**src/rtl/alu_core.sv**
```systemverilog
`default_nettype none
// ============================================================================
// Module   : alu_core
// Purpose  : 8-bit execute-stage ALU. Implements logic, 1-bit shift,
//            add/subtract and pass-through operations, selected by a 4-bit
//            command. The result and the carry/shift-out flag are registered,
//            so the outputs appear one clock cycle after the inputs.
// Ports    : clk            - system clock, rising edge active
//            rst_n          - asynchronous active-low reset
//            alu_cmd[3:0]   - operation select (1000-1111 reserved)
//            inA[7:0]       - operand A
//            inB[7:0]       - operand B
//            shiftcarry_in  - bit shifted into the vacated position on shifts
//            rslt[7:0]      - registered result
//            shiftcarry_out - registered carry / borrow / shifted-out bit
// Revision : 1.0 - initial release
// ============================================================================
module alu_core (
    input  logic       clk,
    input  logic       rst_n,
    input  logic [3:0] alu_cmd,
    input  logic [7:0] inA,
    input  logic [7:0] inB,
    input  logic       shiftcarry_in,
    output logic [7:0] rslt,
    output logic       shiftcarry_out
);

    localparam logic [3:0] c_OP_AND  = 4'b0000;
    localparam logic [3:0] c_OP_XOR  = 4'b0001;
    localparam logic [3:0] c_OP_OR   = 4'b0010;
    localparam logic [3:0] c_OP_LSL  = 4'b0011;
    localparam logic [3:0] c_OP_LSR  = 4'b0100;
    localparam logic [3:0] c_OP_ADD  = 4'b0101;
    localparam logic [3:0] c_OP_SUB  = 4'b0110;
    localparam logic [3:0] c_OP_PASS = 4'b0111;

    // 9-bit arithmetic: bit 8 of the sum is the carry; bit 8 of the
    // zero-extended difference is set exactly when inA < inB (borrow).
    logic [8:0] w_sum;
    logic [8:0] w_diff;
    logic [7:0] w_rslt_nxt;
    logic       w_co_nxt;
    logic [7:0] r_rslt;
    logic       r_co;

    assign w_sum  = {1'b0, inA} + {1'b0, inB};
    assign w_diff = {1'b0, inA} - {1'b0, inB};

    always_comb begin
        w_rslt_nxt = 8'h00;
        w_co_nxt   = 1'b0;
        case (alu_cmd)
            c_OP_AND:  w_rslt_nxt = inA & inB;
            c_OP_XOR:  w_rslt_nxt = inA ^ inB;
            c_OP_OR:   w_rslt_nxt = inA | inB;
            c_OP_LSL: begin
                w_rslt_nxt = {inA[6:0], shiftcarry_in};
                w_co_nxt   = inA[7];
            end
            c_OP_LSR: begin
                w_rslt_nxt = {shiftcarry_in, inA[7:1]};
                w_co_nxt   = inA[0];
            end
            c_OP_ADD: begin
                w_rslt_nxt = w_sum[7:0];
                w_co_nxt   = w_sum[8];
            end
            c_OP_SUB: begin
                w_rslt_nxt = w_diff[7:0];
                w_co_nxt   = w_diff[8];
            end
            c_OP_PASS: w_rslt_nxt = inA;
            // Reserved commands keep the zero defaults so no X escapes.
            default: begin
                w_rslt_nxt = 8'h00;
                w_co_nxt   = 1'b0;
            end
        endcase
    end

    always_ff @(posedge clk or negedge rst_n) begin
        if (!rst_n) begin
            r_rslt <= 8'h00;
            r_co   <= 1'b0;
        end else begin
            r_rslt <= w_rslt_nxt;
            r_co   <= w_co_nxt;
        end
    end

    assign rslt           = r_rslt;
    assign shiftcarry_out = r_co;

endmodule
`default_nettype wire

```
**config.mk**
```make
export PLATFORM = sky130hd
export DESIGN_NAME = alu_core
export DESIGN_NICKNAME = d
export VERILOG_FILES = /design/src/rtl/alu_core.sv
export SDC_FILE = /design/constraint.sdc
export NUM_CORES = 1
export LEC_CHECK = 0
export CAP_MARGIN = 20
export CORE_MARGIN = 4
export CORE_UTILIZATION = 38
export CTS_CLUSTER_DIAMETER = 40
export DETAILED_ROUTE_END_ITERATION = 10
export HOLD_SLACK_MARGIN = 0.08
export MAX_ROUTING_LAYER = met4
export SKIP_CTS_REPAIR_TIMING = 1
export SLEW_MARGIN = 30
export SYNTH_ARGS = -nofsm -noshare
export SYNTH_HDL_FRONTEND = slang
export SYNTH_SLANG_ARGS = --single-unit
```
**constraint.sdc**
```tcl
create_clock -name clk -period 0.8 [get_ports clk]
set_clock_uncertainty 0.05 [all_clocks]
set_input_delay 0.24 -clock clk [delete_from_list [all_inputs] [get_ports clk]]
set_output_delay 0.24 -clock clk [all_outputs]
set_load 0.01 [all_outputs]
```
### Yosys cells after proc, flatten, opt, wreduce, memory -nomap -nowiden

Cells that the tools add are included.

* $add $sub $neg: 2
* eq/ne operators: 7
* mux-type cells: 2
* bitwise logic cells: 3
* reduce and logical (&&, ||, !) cells: 1

Operator list (count)
* one-hot mux 8 bit (8 select lines): 1
* == test 4 x 3 -> 1 bit, second input constant: 4
* adder 8 x 8 -> 9 bit: 1
* subtractor 8 x 8 -> 9 bit: 1
* AND 8 bit: 1
* == test 4 x 2 -> 1 bit, second input constant: 2
* bitwise OR 8 bit: 1
* XOR 8 bit: 1
* == test 4 x 1 -> 1 bit, second input constant: 1
* logical NOT 4 bit: 1
* one-hot mux 1 bit (4 select lines): 1

* register bits: 9
* output and inout bits: 9

### Depth between registers and ports, before layout

Gate-level depths: netlist (run 1).

* depth in word-level cells: 2
* mapped depth: 9

### Worst setup path before layout (run 1)

No wires, ideal clock.

* kind: in2reg
* start: input inA[0]
* end: register r_rslt[1] (netlist: rslt[1])
* arrival: 1735 ps
* setup slack: -1128 ps
* stages on the path: 8
* buffers on the path: 0
* cell sequence: inv_1 -> ha_1 -> inv_1 -> fa_1 -> mux4_2 -> nor2b_1 -> a31oi_1 -> o221ai_1

* longest elaborated chain between the ends: 2
* elaborated cells on any way between the ends: 3
* classes of those cells: add/sub (2); mux (1)

RTL lines
* from (decl): line 22 `input logic [7:0] inA,`
* subtractor 8 x 8 -> 9 bit / adder 8 x 8 -> 9 bit (equally long branches): line 48, 47
* one-hot mux 8 bit (8 select lines) *: line 53 `case (alu_cmd)`
* named net w_rslt_nxt[1]: line 42 `logic [7:0] w_rslt_nxt;`
* to (signal assigned): line 87 `r_rslt <= w_rslt_nxt;`
* to (decl): line 44 `logic [7:0] r_rslt;`

The timed path passes the listed nets; every way through them passes the cells marked *.

### Final worst setup path (run 1)

Same ends and word-level chain as after synthesis.

==> flow_summary.ini, run 1 <==
[worst_setup_path]
required_ps = 850
critPathSlowestCell = mux4_2
critPathTopFamily = adder cells
startpoint_type = input port
arrival_ps = 1920
crit_path_cell_trace = buf_8 > inv_4 > ha_4 > inv_2 > fa_1 > mux4_2 > nor2b_4 > a31oi_2 > o221ai_1
critPathMaxStageDelay_ps = 470
critPathLaunch = inA[0]
critPathKind = input port to register
crit_buf_inv = 3
cp-end-kind = register
path_max_fanout = 3

[clocking]
cts_buffers = 3
cts_max_level = 1
clock_path_buffers = 2
clkTransAtPathRegs_ps = 50
cts_tree = yes
clock_sinks = 9
cts-root-buf = clkbuf_8

[logic_synthesis]
synth_edf_count = 0
synthFlopType = dfrtp_1
synth_cell_types = 54
synth_commonest_cells = 24 x ha_1, 24 x inv_1, 20 x nor2_1
syn_inst = 231
yosysTopAreaCell = ha_1
async_flop_share = 1.00
ys_ff_latch = 9
ys_warn_count = 0
netlist.area_leader.share = 0.172
syn_area_um2 = 1750
synth_area_leaders = ha_1 17%, dfrtp_1 13%, inv_1 5.1%, a21oi_1 4.9%, nor2_1 4.3%
synth_fp_nets = 280
avgSynthCellArea_um2 = 7.58
seq_area_frac_synth = 0.129

[timing]
hold_viol = 0
clock.fmax_ghz = 0.535
hold_ws_ps = 274
slew_violations = 0
rsz0062_at_grt = yes
tightest_slew_ps = 375
finalSetupViolations = 18
fin_ws_ps = -1070
period_minus_slack_ps = 1870
fin_crit_sh = 2.34
maxSlewHeadroom = 0.750

[layout]
diodes = 0
multi_input_area_um2 = 1690
fill_cells = 356
fin_nets = 389
seq_area_um2 = 225
drive_gt1_frac = 0.499
area_delta_synth_final_pct = 77.1

[grt]
grt_max_degree = 12
grt.total_usage = 0.210
grt_pass1_wl_mm = 9.07
grt_pass1_vias = 1885
overflow = 0
antenna_found_initial = 0

[die]
core_area_um2 = 4410
boundaryPins = 32
die_h_um = 75.9
die_w_um = 75.9
row_count = 24
start_util = 0.397
design.die.area_um2 = 5760

[power]
peakVddDrop_mv = 0.492
leakagePower_uw = 0.00149
powerDensity_nw_per_um2 = 908

[routing]
via_per_inst = 5.45
drt_iter0_markers = 165
wl_mm = 6.26
post-route-drc-count = 0
antenna_left = 0
first_pass_iters = 4
dr_total_vias = 2132
avgRoutedWirePerCell_um = 16.0

[placed_design]
gp_congestion = 0.933
io_buffers = 31
dp_hpwl_mm = 4.77
place_ws_ps = -1730

[worst_hold_path]
hold_path.class = input port to asynchronous set/reset pin

[outcome]
status = finished, violations left
violations = negative setup slack

[run]
maxCapViolCount = 0
## where the power goes
part | internal (uW) | switching (uW)
logic | 922 | 846
registers | 506 | 11.8
clock network | 347 | 182
## flip-flops by register name (all words and copies together), names as in the netlist
name	cells
shiftcarry_out	1
rslt	8
## worst max-delay path by stage
stage | to | slack, ps | cells past startpoint
after floorplan | rslt[1] | -1040 | 8
after global placement | rslt[1] | -1670 | 8
after detailed placement | rslt[1] | -1730 | 8
after CTS | rslt[1] | -1500 | 8
after global routing | rslt[1] | -1140 | 9
final | rslt[1] | -1070 | 9
## final cells by class
type                       instances  area share
clock buffer                       4      0.0145
inverter                          25      0.0343
tap                               52      0.0210
sequential                         9      0.0726
multi-input combinational        183       0.544
timing repair buffer             118       0.313
## logic make-up after synthesis
| logic type | Yosys count | synth area share |
|---|---|---|
| flip-flops | 9 | 0.129 |
| AO/OA/AOI/OAI | 73 | 0.292 |
| AND/OR/NAND/NOR | 73 | 0.216 |
| buffers and inverters | 39 | 0.100 |
| multiplexers | 9 | 0.0593 |
| XOR/XNOR | 2 | 0.0100 |
| adder cells (fa/ha/maj) | 26 | 0.194 |
## through the flow
step	power, uW	std cells	util	TNS, ps	instance area [um2]
floorplan	1280	231	-	-6870	1860
global placement	2020	381	0.624	-16670	2750
detailed placement	2050	381	0.624	-16980	2750
CTS	2570	385	0.634	-17130	2800
global route	2990	391	0.702	-10130	3100
finish	2820	391	0.702	-9350	3100
## routing by layer
metal,wire length [um],up-vias,global-route usage,part of all wire
met5,0,-,-,0
met4,82,0,0.0388,0.013
met3,374,10,0.00923,0.060
met2,2970,59,0.335,0.47
met1,2830,1014,0.295,0.45
li1,-,1049,-,-
## cells in the final DEF, fill, tap and decap left out, drive strengths merged, types with 2 or more instances in the layout
cell type,n
nand3,7
nor2b,7
and3,3
o21a,3
inv,25
buf,92
nand4bb,2
mux2i,7
clkbuf,17
a21o,2
fa,2
nor3,5
a211oi,4
a31oi,3
nor2,20
or3,2
a21oi,17
o22ai,2
and2,3
o31ai,3
dlymetal6s2s,9
o211ai,5
ha,24
a221oi,6
clkdlybuf4s50,4
o21bai,4
dfrtp,9
nand2,17
o21ai,13
(Power assumes the default switching activity.)
==> run 2: changes to the inputs <==
--- a/config.mk
+++ b/config.mk
@@ -7,5 +7,8 @@
 export LEC_CHECK = 0
+export ABC_AREA = 1
 export CAP_MARGIN = 20
+export CELL_PAD_IN_SITES_DETAIL_PLACEMENT = 0
+export CELL_PAD_IN_SITES_GLOBAL_PLACEMENT = 2
 export CORE_MARGIN = 4
-export CORE_UTILIZATION = 38
+export CORE_UTILIZATION = 24
 export CTS_CLUSTER_DIAMETER = 40
@@ -14,2 +17,3 @@
 export MAX_ROUTING_LAYER = met4
+export PLACE_DENSITY_LB_ADDON = 0.1
 export SKIP_CTS_REPAIR_TIMING = 1
--- a/constraint.sdc
+++ b/constraint.sdc
@@ -4,2 +4,2 @@
 set_output_delay 0.24 -clock clk [all_outputs]
-set_load 0.01 [all_outputs]
+set_load 0.05 [all_outputs]
==> run 2 against run 1 <==
Compared with the run above: the run still ends with negative setup slack left; cell count rose by 16%; sequential power up 9.3%; critical path depth rose by 3; critical path type unchanged; wire length is 6.9% higher.
==> flow_summary.ini, run 2 <==
[outcome]
status = finished, violations left
violations = negative setup slack

[clocking]
cts-root-buf = clkbuf_8
cts_buffers = 3
clkTransAtPathRegs_ps = 60
clock_path_buffers = 2
clock_sinks = 9
cts_max_level = 1
cts_tree = yes

[timing]
clock.fmax_ghz = 0.658
fin_crit_sh = 1.90
slew_violations = 0
rsz0062_at_grt = yes
hold_viol = 0
tightest_slew_ps = 256
finalSetupViolations = 18
period_minus_slack_ps = 1520
fin_ws_ps = -720
maxSlewHeadroom = 0.829

[logic_synthesis]
async_flop_share = 1.00
ys_warn_count = 0
synth_area_leaders = ha_1 19%, nand2_1 17%, dfrtp_1 14%, nand3_1 11%, inv_1 11%
syn_inst = 260
seq_area_frac_synth = 0.143
netlist.area_leader.share = 0.190
post-synth-top-count-cell = nand2_1
synth_cell_types = 28
synth_edf_count = 0
yosysTopAreaCell = ha_1
synth_fp_nets = 309
syn_area_um2 = 1580
synthFlopType = dfrtp_1
ys_ff_latch = 9
avgSynthCellArea_um2 = 6.07
synth_commonest_cells = 71 x nand2_1, 45 x inv_1, 35 x nand3_1

[routing]
drt_iter0_markers = 52
avgRoutedWirePerCell_um = 14.7
antenna_left = 0
via_per_inst = 4.62
dr_total_vias = 2098
first_pass_iters = 4
post-route-drc-count = 0
wl_mm = 6.69

[layout]
fin_nets = 427
fin_cells = 454
area_delta_synth_final_pct = 111
final_common_cell = buf_4
diodes = 0
largest_register_ffs = 8
drive_gt1_frac = 0.605
mostFrequentLayoutCells = 71 x buf_4, 46 x nand2_1, 22 x nand3_1, 21 x inv_2, 21 x inv_1
final_area_um2 = 3340
finalCoreUtilization = 0.525

[worst_setup_path]
critPathSlowestCell = fa_2
critPathMaxStageDelay_ps = 340
required_ps = 870
crit_path_cell_trace = buf_6 > buf_8 > inv_16 > ha_4 > inv_2 > fa_2 > nand2_2 > nand2_2 > and2_4 > or2_0 > nand3_1 > nand3_1
path_max_fanout = 2
crit_buf_inv = 4
critPathKind = input port to register
cp-end-kind = register
arrival_ps = 1590
startpoint_type = input port
critPathTopFamily = simple AND/OR/NAND/NOR gates

[power]
powerDensity_nw_per_um2 = 947
fin_total_pwr_uw = 3160
peakVddDrop_mv = 0.769
leakagePower_uw = 0.00169

[placed_design]
gp_congestion = 0.824
place_ws_ps = -1450
placed_area_um2 = 2860
io_buffers = 31
dp_hpwl_mm = 5.28
place_inst = 444

[die]
start_util = 0.248
core_area_um2 = 6350
design.die.area_um2 = 7940
die_w_um = 89.1
die_h_um = 89.1
row_count = 29
boundaryPins = 32

[grt]
overflow = 0
grt_pass1_vias = 2103
antenna_found_initial = 0
grt.total_usage = 0.174
grt_max_degree = 10
grt_pass1_wl_mm = 10.3

[worst_hold_path]
hold_path.class = input port to asynchronous set/reset pin

[run]
maxCapViolCount = 0
run 2: changes by cell type after synthesis, moves of 5 or more:
cell	previous run	this run
nand3_1	7	35
a21oi_1	17	10
nor2b_1	7	0
inv_1	24	45
nand2_1	17	71
o21ai_0	13	8
buf_2	8	2
mux2i_1	7	0
run 2: cells by family after synthesis:
kind of cell             after synthesis  synth area share
AND/OR/NAND/NOR                      142             0.399
buffers and inverters                 51             0.123
AO/OA/AOI/OAI                         31             0.114
adder cells (fa/ha/maj)               26             0.216
flip-flops                             9             0.143
XOR/XNOR                               1           0.00555
run 2: metrics by stage:
step	hold slack [ps]	setup TNS, ps
floorplan	-106	-4530
global placement	530	-11450
detailed placement	530	-11760
CTS	279	-11840
global route	284	-8340
finish	274	-7540
run 2: worst paths after layout:
path,start,endpoint,cells after the start
setup / recovery,inA[0],rslt[4],12
hold / removal,rst_n,rslt[7],2
max in group asynchronous,rst_n,rslt[5],2
min in group clk,inA[2],rslt[1],4
run 2: layout make-up:
type                            instances  area [um2]
Clock buffer                            4        45.0
Inverter                               49         230
Sequential cell                         9         235
Timing Repair Buffer                  114        1100
Fill cell                             630        3010
Multi-Input combinational cell        201        1630
Tap cell                               77        96.3
run 2: report_power, final:
part	internal (uW)	total (uW)	leakage, uW	switching (uW)
Combinational	989	2020	0.00156	1030
Sequential	515	566	0.000106	51.3
Clock	351	578	0.0000228	227
run 2: layer usage:
| layer | vias to the layer above | global-route usage | share of wire |
|---|---|---|---|
| met5 | - | - | 0 |
| met3 | 6 | 0.0230 | 0.048 |
| met4 | 0 | 0.0217 | 0.011 |
| met2 | 43 | 0.285 | 0.48 |
| li1 | 1070 | - | - |
| met1 | 979 | 0.236 | 0.46 |
